===== config.mk =====
export PLATFORM = sky130hd
export DESIGN_NAME = bin_peak_reader
export DESIGN_NICKNAME = d
export VERILOG_FILES = /design/src/rtl/cchw_pkg.sv /design/src/rtl/bin_peak_reader.sv
export SDC_FILE = /design/constraint.sdc
export NUM_CORES = 1
export LEC_CHECK = 0
export CORE_AREA = 2 2 70 139
export CTS_CLUSTER_DIAMETER = 40
export CTS_CLUSTER_SIZE = 28
export DETAILED_ROUTE_END_ITERATION = 8
export DIE_AREA = 0 0 72 141
export GPL_TIMING_DRIVEN = 0
export PLACE_DENSITY = 0.88
export SLEW_MARGIN = 20
export SYNTH_ARGS = -nofsm -noshare
export SYNTH_HDL_FRONTEND = slang
export SYNTH_SLANG_ARGS = --single-unit
export TNS_END_PERCENT = 20

===== constraint.sdc =====
create_clock -name clk -period 12.3 [get_ports clk]
set_input_delay 3.69 -clock clk [delete_from_list [all_inputs] [get_ports clk]]
set_output_delay 3.69 -clock clk [all_outputs]
set_load 0.05 [all_outputs]

===== src/rtl/cchw_pkg.sv =====
// Constants and types shared by the filter bank and the bin peak reader.
package cchw_pkg;

  localparam int N_DEF    = 16;
  localparam int BINS_DEF = 24;

  typedef enum logic [1:0] {
    IDLE  = 2'd0,
    SCAN  = 2'd1,
    DRAIN = 2'd2,
    DONE  = 2'd3
  } state_e;

endpackage


===== src/rtl/bin_peak_reader.sv =====
// Scans the filtered bin store circularly and streams local maxima above a
// threshold over a single-slot valid/ready output.
module bin_peak_reader
  import cchw_pkg::*;
#(
  parameter  int N    = N_DEF,
  parameter  int BINS = BINS_DEF,
  localparam int AW   = $clog2(BINS)
) (
  input  logic                clk,
  input  logic                rst,
  input  logic                start,
  input  logic signed [N-1:0] threshold,
  output logic                rd_en,
  output logic [AW-1:0]       rd_addr,
  input  logic signed [N-1:0] rd_data,
  output logic                peak_valid,
  input  logic                peak_ready,
  output logic [AW-1:0]       peak_bin,
  output logic signed [N-1:0] peak_value,
  output logic                busy,
  output logic                done,
  output state_e              dbg_state
);

  // Handshake: a peak record transfers on any edge where peak_valid && peak_ready;
  // the record is held stable while peak_valid is high and peak_ready is low.

  localparam int NREADS = BINS + 2;
  localparam int CW     = $clog2(NREADS + 1);
  localparam logic [CW-1:0] LAST_RD  = CW'(NREADS);
  localparam logic [CW-1:0] FINAL_IX = CW'(NREADS - 1);
  localparam logic [AW-1:0] TOP_BIN  = AW'(BINS - 1);

  state_e state_q, state_d;
  logic [CW-1:0] rd_cnt_q, rd_cnt_d;
  logic [CW-1:0] arr_cnt_q, arr_cnt_d;
  logic [AW-1:0] rd_addr_q, rd_addr_d;
  logic          rd_vld_q;
  logic signed [N-1:0] thr_q, thr_d;
  logic signed [N-1:0] win_l_q, win_l_d;
  logic signed [N-1:0] win_c_q, win_c_d;
  logic                pv_q, pv_d;
  logic [AW-1:0]       pbin_q, pbin_d;
  logic signed [N-1:0] pval_q, pval_d;

  logic reads_left, eval, last_arr, peak_load, handshake, rd_go;

  // The arriving word is the right neighbour; the two registers hold left and centre.
  assign handshake  = pv_q && peak_ready;
  assign reads_left = rd_cnt_q < LAST_RD;
  assign eval       = rd_vld_q && (arr_cnt_q >= CW'(2));
  assign last_arr   = rd_vld_q && (arr_cnt_q == FINAL_IX);
  assign peak_load  = eval && (win_c_q > thr_q) && (win_c_q > win_l_q)
                      && (win_c_q >= rd_data);
  assign rd_go      = (state_q == SCAN) && reads_left
                      && !(pv_q && !peak_ready) && !peak_load;

  always_comb begin
    state_d   = state_q;
    rd_cnt_d  = rd_cnt_q;
    arr_cnt_d = arr_cnt_q;
    rd_addr_d = rd_addr_q;
    thr_d     = thr_q;
    win_l_d   = win_l_q;
    win_c_d   = win_c_q;
    pv_d      = pv_q;
    pbin_d    = pbin_q;
    pval_d    = pval_q;

    case (state_q)
      IDLE: begin
        if (start) begin
          state_d   = SCAN;
          thr_d     = threshold;
          rd_cnt_d  = '0;
          arr_cnt_d = '0;
          rd_addr_d = TOP_BIN;
        end
      end
      SCAN: begin
        if (last_arr) state_d = (peak_load || (pv_q && !peak_ready)) ? DRAIN : DONE;
      end
      DRAIN: begin
        if (!pv_q || peak_ready) state_d = DONE;
      end
      DONE:    state_d = IDLE;
      default: state_d = IDLE;
    endcase

    // The final read (bin 0 again) leaves the address parked on that bin.
    if (rd_go) begin
      rd_cnt_d = rd_cnt_q + 1'b1;
      if (rd_cnt_q != FINAL_IX) rd_addr_d = (rd_addr_q == TOP_BIN) ? '0 : rd_addr_q + 1'b1;
    end

    if (rd_vld_q) begin
      arr_cnt_d = arr_cnt_q + 1'b1;
      win_l_d   = win_c_q;
      win_c_d   = rd_data;
    end

    if (peak_load) begin
      pv_d   = 1'b1;
      pbin_d = AW'(arr_cnt_q - CW'(2));
      pval_d = win_c_q;
    end else if (handshake) begin
      pv_d = 1'b0;
    end
  end

  always_ff @(posedge clk or negedge rst) begin
    if (!rst) begin
      state_q   <= IDLE;
      rd_cnt_q  <= '0;
      arr_cnt_q <= '0;
      rd_addr_q <= '0;
      rd_vld_q  <= 1'b0;
      thr_q     <= '0;
      win_l_q   <= '0;
      win_c_q   <= '0;
      pv_q      <= 1'b0;
      pbin_q    <= '0;
      pval_q    <= '0;
    end else begin
      state_q   <= state_d;
      rd_cnt_q  <= rd_cnt_d;
      arr_cnt_q <= arr_cnt_d;
      rd_addr_q <= rd_addr_d;
      rd_vld_q  <= rd_go;
      thr_q     <= thr_d;
      win_l_q   <= win_l_d;
      win_c_q   <= win_c_d;
      pv_q      <= pv_d;
      pbin_q    <= pbin_d;
      pval_q    <= pval_d;
    end
  end

  assign rd_en      = rd_go;
  assign rd_addr    = rd_addr_q;
  assign peak_valid = pv_q;
  assign peak_bin   = pbin_q;
  assign peak_value = pval_q;
  assign busy       = (state_q == SCAN) || (state_q == DRAIN);
  assign done       = (state_q == DONE);
  assign dbg_state  = state_q;

endmodule


== Yosys cells after proc, flatten, opt, wreduce, memory -nomap -nowiden ==
Index checks and enable logic that the tools add are counted.

* ROM bits: 0
* Bits in latches: 0
* Output and inout port bits: 32
* Logic and storage cells: 72
* Memories kept: 0
* Input bits: 36
* Memory bits (writable): 0
* Bits in registers: 88

* Reduce and logical (&&, ||, !) cells: 27
* Divide/modulo/power cells: 0
* Eq/ne operators: 9
* Shift operators: 0
* $mul: 0
* Add/sub/neg operators: 4
* Mux-type cells: 16
* Bitwise gates (word level): 0
* $lt $le $gt $ge: 5

{| class="wikitable"
|+ Operators by type and width
! operator !! count
|-
| $mux W5 || 9
|-
| $gt A16 B16 Y1 || 2
|-
| $ge A16 B16 Y1 || 1
|-
| $add A5 B1 Y5 const B || 3
|-
| $eq A5 B5 Y1 const B || 2
|-
| $logic_and A1 B1 Y1 || 10
|-
| $reduce_bool A2 Y1 || 5
|-
| $pmux W2 S4 || 1
|-
| $mux W2 || 3
|-
| $ne A2 B2 Y1 const B || 3
|-
| $reduce_and A2 Y1 || 3
|-
| $ge A5 B2 Y1 const B || 1
|-
| $lt A5 B5 Y1 const B || 1
|-
| $ne A5 B5 Y1 const B || 1
|-
| $sub A5 B2 Y5 const B || 1
|-
| $eq A2 B2 Y1 const B || 2
|-
| $logic_not A1 Y1 || 4
|-
| $logic_or A1 B1 Y1 || 3
|-
| $mux W1 || 3
|-
| $reduce_and A3 Y1 || 1
|-
| $eq A2 B1 Y1 const B || 1
|-
| $logic_not A2 Y1 || 1
|}

== Logic depth before layout (Yosys ltp) ==
* Depth after elaboration: 9
* Depth in mapped cells: 11
* Gate-level depth less buffers: 10

== Worst setup path after synthesis ==
No wires, ideal clock.

* Path type: in2out
* Start point: in rd_data[0]
* End point: out rd_en
* Arrival time: 5804 ps
* Path buffers: 0
* Setup slack: 2806 ps
* Stages: 8
* Cells stage by stage: ha_1 -> nand2b_1 -> a2111oi_0 -> nor3_1 -> o211ai_1 -> a32o_2 -> o21bai_4 -> nor2_1

* Cells in the longest elaborated chain, start to end: 4

{| class="wikitable"
|+ RTL lines
! element !! line !! RTL
|-
| start: declaration || bin_peak_reader.sv:16 || <nowiki>input logic signed [N-1:0] rd_data,</nowiki>
|-
| $ge A16 B16 Y1 || bin_peak_reader.sv:55 || <nowiki>&& (win_c_q >= rd_data);</nowiki>
|-
| $logic_and A1 B1 Y1 || bin_peak_reader.sv:55 ||
|-
| $logic_not A1 Y1 || bin_peak_reader.sv:57 || <nowiki>&& !(pv_q && !peak_ready) && !peak_load;</nowiki>
|-
| $logic_and A1 B1 Y1 || bin_peak_reader.sv:57 ||
|-
| end: declaration || bin_peak_reader.sv:14 || <nowiki>output logic rd_en,</nowiki>
|}

Every way passes these cells.

== Final worst setup path ==
Ends and elaborated chain as after synthesis.

==> out/results.ini <==
[critical_path]
critPathKind = in -> out
startpoint_type = input port
end_kind = output pin
cp_max_fo = 10
worstPathArrival_ns = 6.94
crit_required_ns = 8.61

[sta]
fmax_mhz = 94.08
rsz0062_at_grt = false
tns_ns = 0
period_share_pct = 86.42
hold_violations = 0
drv_slew = 0
post-route-min-period_ns = 10.63
setup_viol = 0
slew_headroom_pct = 59.81
fin_worst_skew_ns = 0.005201
tightest_slew_ns = 0.6028

[detailed_routing]
dr.pass1.iters = 4
route.detailed.drc = 0
num_vias = 3800
routedWlPerCell_um = 16.24
routed_via_density = 5.749
routed_wl_um = 10730
detail_route.iter0.violations = 155
final_antenna_net_count = 0

[synthesis]
synth_nets = 570
synth_area_leaders = dfrtp_1, ha_1, mux2_2
synth_cell_types = 53
post-synth-top-count-cell = dfrtp_1
synth_flop_cell = dfrtp_1
ys_warn_count = 0
syn_area_per_cell_um2 = 10.35
syn_inst = 474
synth_edf_count = 0
synth_common_cells = dfrtp_1, ha_1, inv_1
yosysTopAreaCell = dfrtp_1
ys_seq_elements = 88
async_reset_ff_share_pct = 100.0
synth_top_area_share_pct = 44.90
yosysSeqAreaShare_pct = 44.90
syn_area_um2 = 4905

[clocking]
cts_root_buffer = clkbuf_16
h-tree-depth = 3
clock-sinks = 88
cts_tree = done
post-cts-setup-buffer-count = 0
hold_buffers = 0
clockBufferDepth = 2
numCtsBuffers = 9
postCtsResizedCells = 0
clk_pin_slew_ns = 0.06
clk_latency_ns = 0.35

[die]
rows = 50
dieArea_um2 = 10150
core_area_um2 = 9196
initial_utilization_pct = 53.33
io_pins = 68
die_x_um = 72
die_y_um = 141

[layout]
drive_gt1_share_pct = 12.57
utilization_pct = 65.61
num_antenna_cells = 0
finalNonFillerCells = 661
nets = 649
design_area_um2 = 6033
nFillCells = 675
area_growth_pct = 23.01

[placed_design]
placed_cell_area_um2 = 5731
numPortBuffers = 67
hpwl_um = 7915
finalWeightedCongestion = 0.8045
post-place-cells = 646

[pwr]
power_leakage_nw = 2.775
total_power_w = 0.001797
power.density_nw_per_um2 = 297.8
vdd_drop_max_uv = 194.8

[global_routing]
grt_max_degree = 58
grt_pass1_vias = 3932
track_usage_pct = 22.64
grt_pass1_wl_um = 18040
grt_overflow = 0
antenna_found_initial = 0

[flow_run]
maxCapViolCount = 0

[run_status]
status = completed

[min_path]
hold_path.class = reg -> reg

[per-stage QoR]
| step | setup slack [ns] | hold WS, ns |
|---|---|---|
| after floorplan | 2.806 | 0.4875 |
| after global placement | 1.709 | 0.4947 |
| after detailed placement | 1.686 | 0.4953 |
| after CTS | 1.680 | 0.5135 |
| after global routing | 1.447 | 0.5291 |
| final | 1.670 | 0.5095 |
[layout make-up]
class | instances | area [um^2] | share of cell area [%]
clock buffer | 11 | 232.7 | 3.857
sequential | 88 | 2202 | 36.50
inverter | 58 | 217.7 | 3.608
buffer | 13 | 51.30 | 0.8503
clock inverter | 4 | 70.07 | 1.161
multi-input combinational | 315 | 2434 | 40.34
tap | 104 | 130.1 | 2.157
timing repair buffer | 68 | 695.7 | 11.53
[power by group]
group | total [W] | internal, W | leakage (nW) | switching (W)
registers | 0.000548 | 0.000427 | 1.08 | 0.000121
logic | 0.000964 | 0.000398 | 1.55 | 0.000566
clock network | 0.000285 | 0.000176 | 0.149 | 0.000109
total | 0.00180 | 0.00100 | 2.78 | 0.000796
[flip-flops by register name, indices dropped and copies added (netlist names), 5 cells and up]
name and count:
rd_cnt_q 5, rd_addr 5, peak_value 16, thr_q 16
win_l_q 16, peak_bin 5, arr_cnt_q 5, win_c_q 16
[layer usage]
metal,GRT usage [%],wire length (um),vias up
met1,28.10,4492,1842
met3,5.647,569,28
met5,0,0,-
met4,8.937,270,0
li1,-,-,1813
met2,37.38,5400,117
[critical path, cell delays in order]
cell and delay, ns:
clkdlybuf4s50_1 0.44, ha_1 0.29, nand2b_1 0.13, a2111oi_0 0.45, nor3_1 0.14, o211ai_1 0.24, a32o_2 0.28, o21bai_4 0.14
nor2_1 0.28, clkdlybuf4s50_1 0.86
[path summary, 6_finish.rpt]
check | cells past startpoint | slack (ns) | end | startpoint
max | 10 | 1.67 | rd_en | rd_data[0]
min | 1 | 0.51 | peak_bin[1]$_DFFE_PN0P_ | peak_bin[1]$_DFFE_PN0P_
max reg2reg | 8 | 9.11 | peak_value[10]$_DFFE_PN0P_ | win_c_q[15]$_DFFE_PN0P_
min reg2reg | 1 | 0.51 | peak_bin[1]$_DFFE_PN0P_ | peak_bin[1]$_DFFE_PN0P_
max in group asynchronous | 2 | 8.39 | win_l_q[4]$_DFFE_PN0P_ | rst
min in group asynchronous | 1 | 3.28 | rd_cnt_q[4]$_DFFE_PN0P_ | rst
[cells by family after synthesis]
group | count (synthesis) | share of synthesized area, %
fa+ha+maj | 60 | 15.31
simple gates | 105 | 10.51
flops | 88 | 44.90
compound gates | 105 | 13.70
buf+inv | 71 | 5.485
xor+xnor | 2 | 0.3572
mux | 43 | 9.745
[placed cells by master, fill, tap and decap left out, types with 3 or more instances in the layout]
cell type        synthesis  final
dfrtp_1                 88     88
clkdlybuf4s50_1          0     66
ha_1                    60     60
inv_1                   58     58
nand2_1                 48     48
o21ai_0                 46     46
mux2_2                  38     38
a21oi_1                 19     19
nor2_1                  13     13
clkbuf_1                 9     11
nand3_1                  9      9
clkbuf_16                0      9
nand4_1                  8      8
o211ai_1                 6      6
o21a_1                   5      5
nand2b_1                 5      5
mux2i_1                  5      5
a21o_1                   4      4
nor2b_1                  4      4
nor3_1                   4      4
a211oi_1                 3      3
No activity file was read; power rests on OpenSTA's default activity.
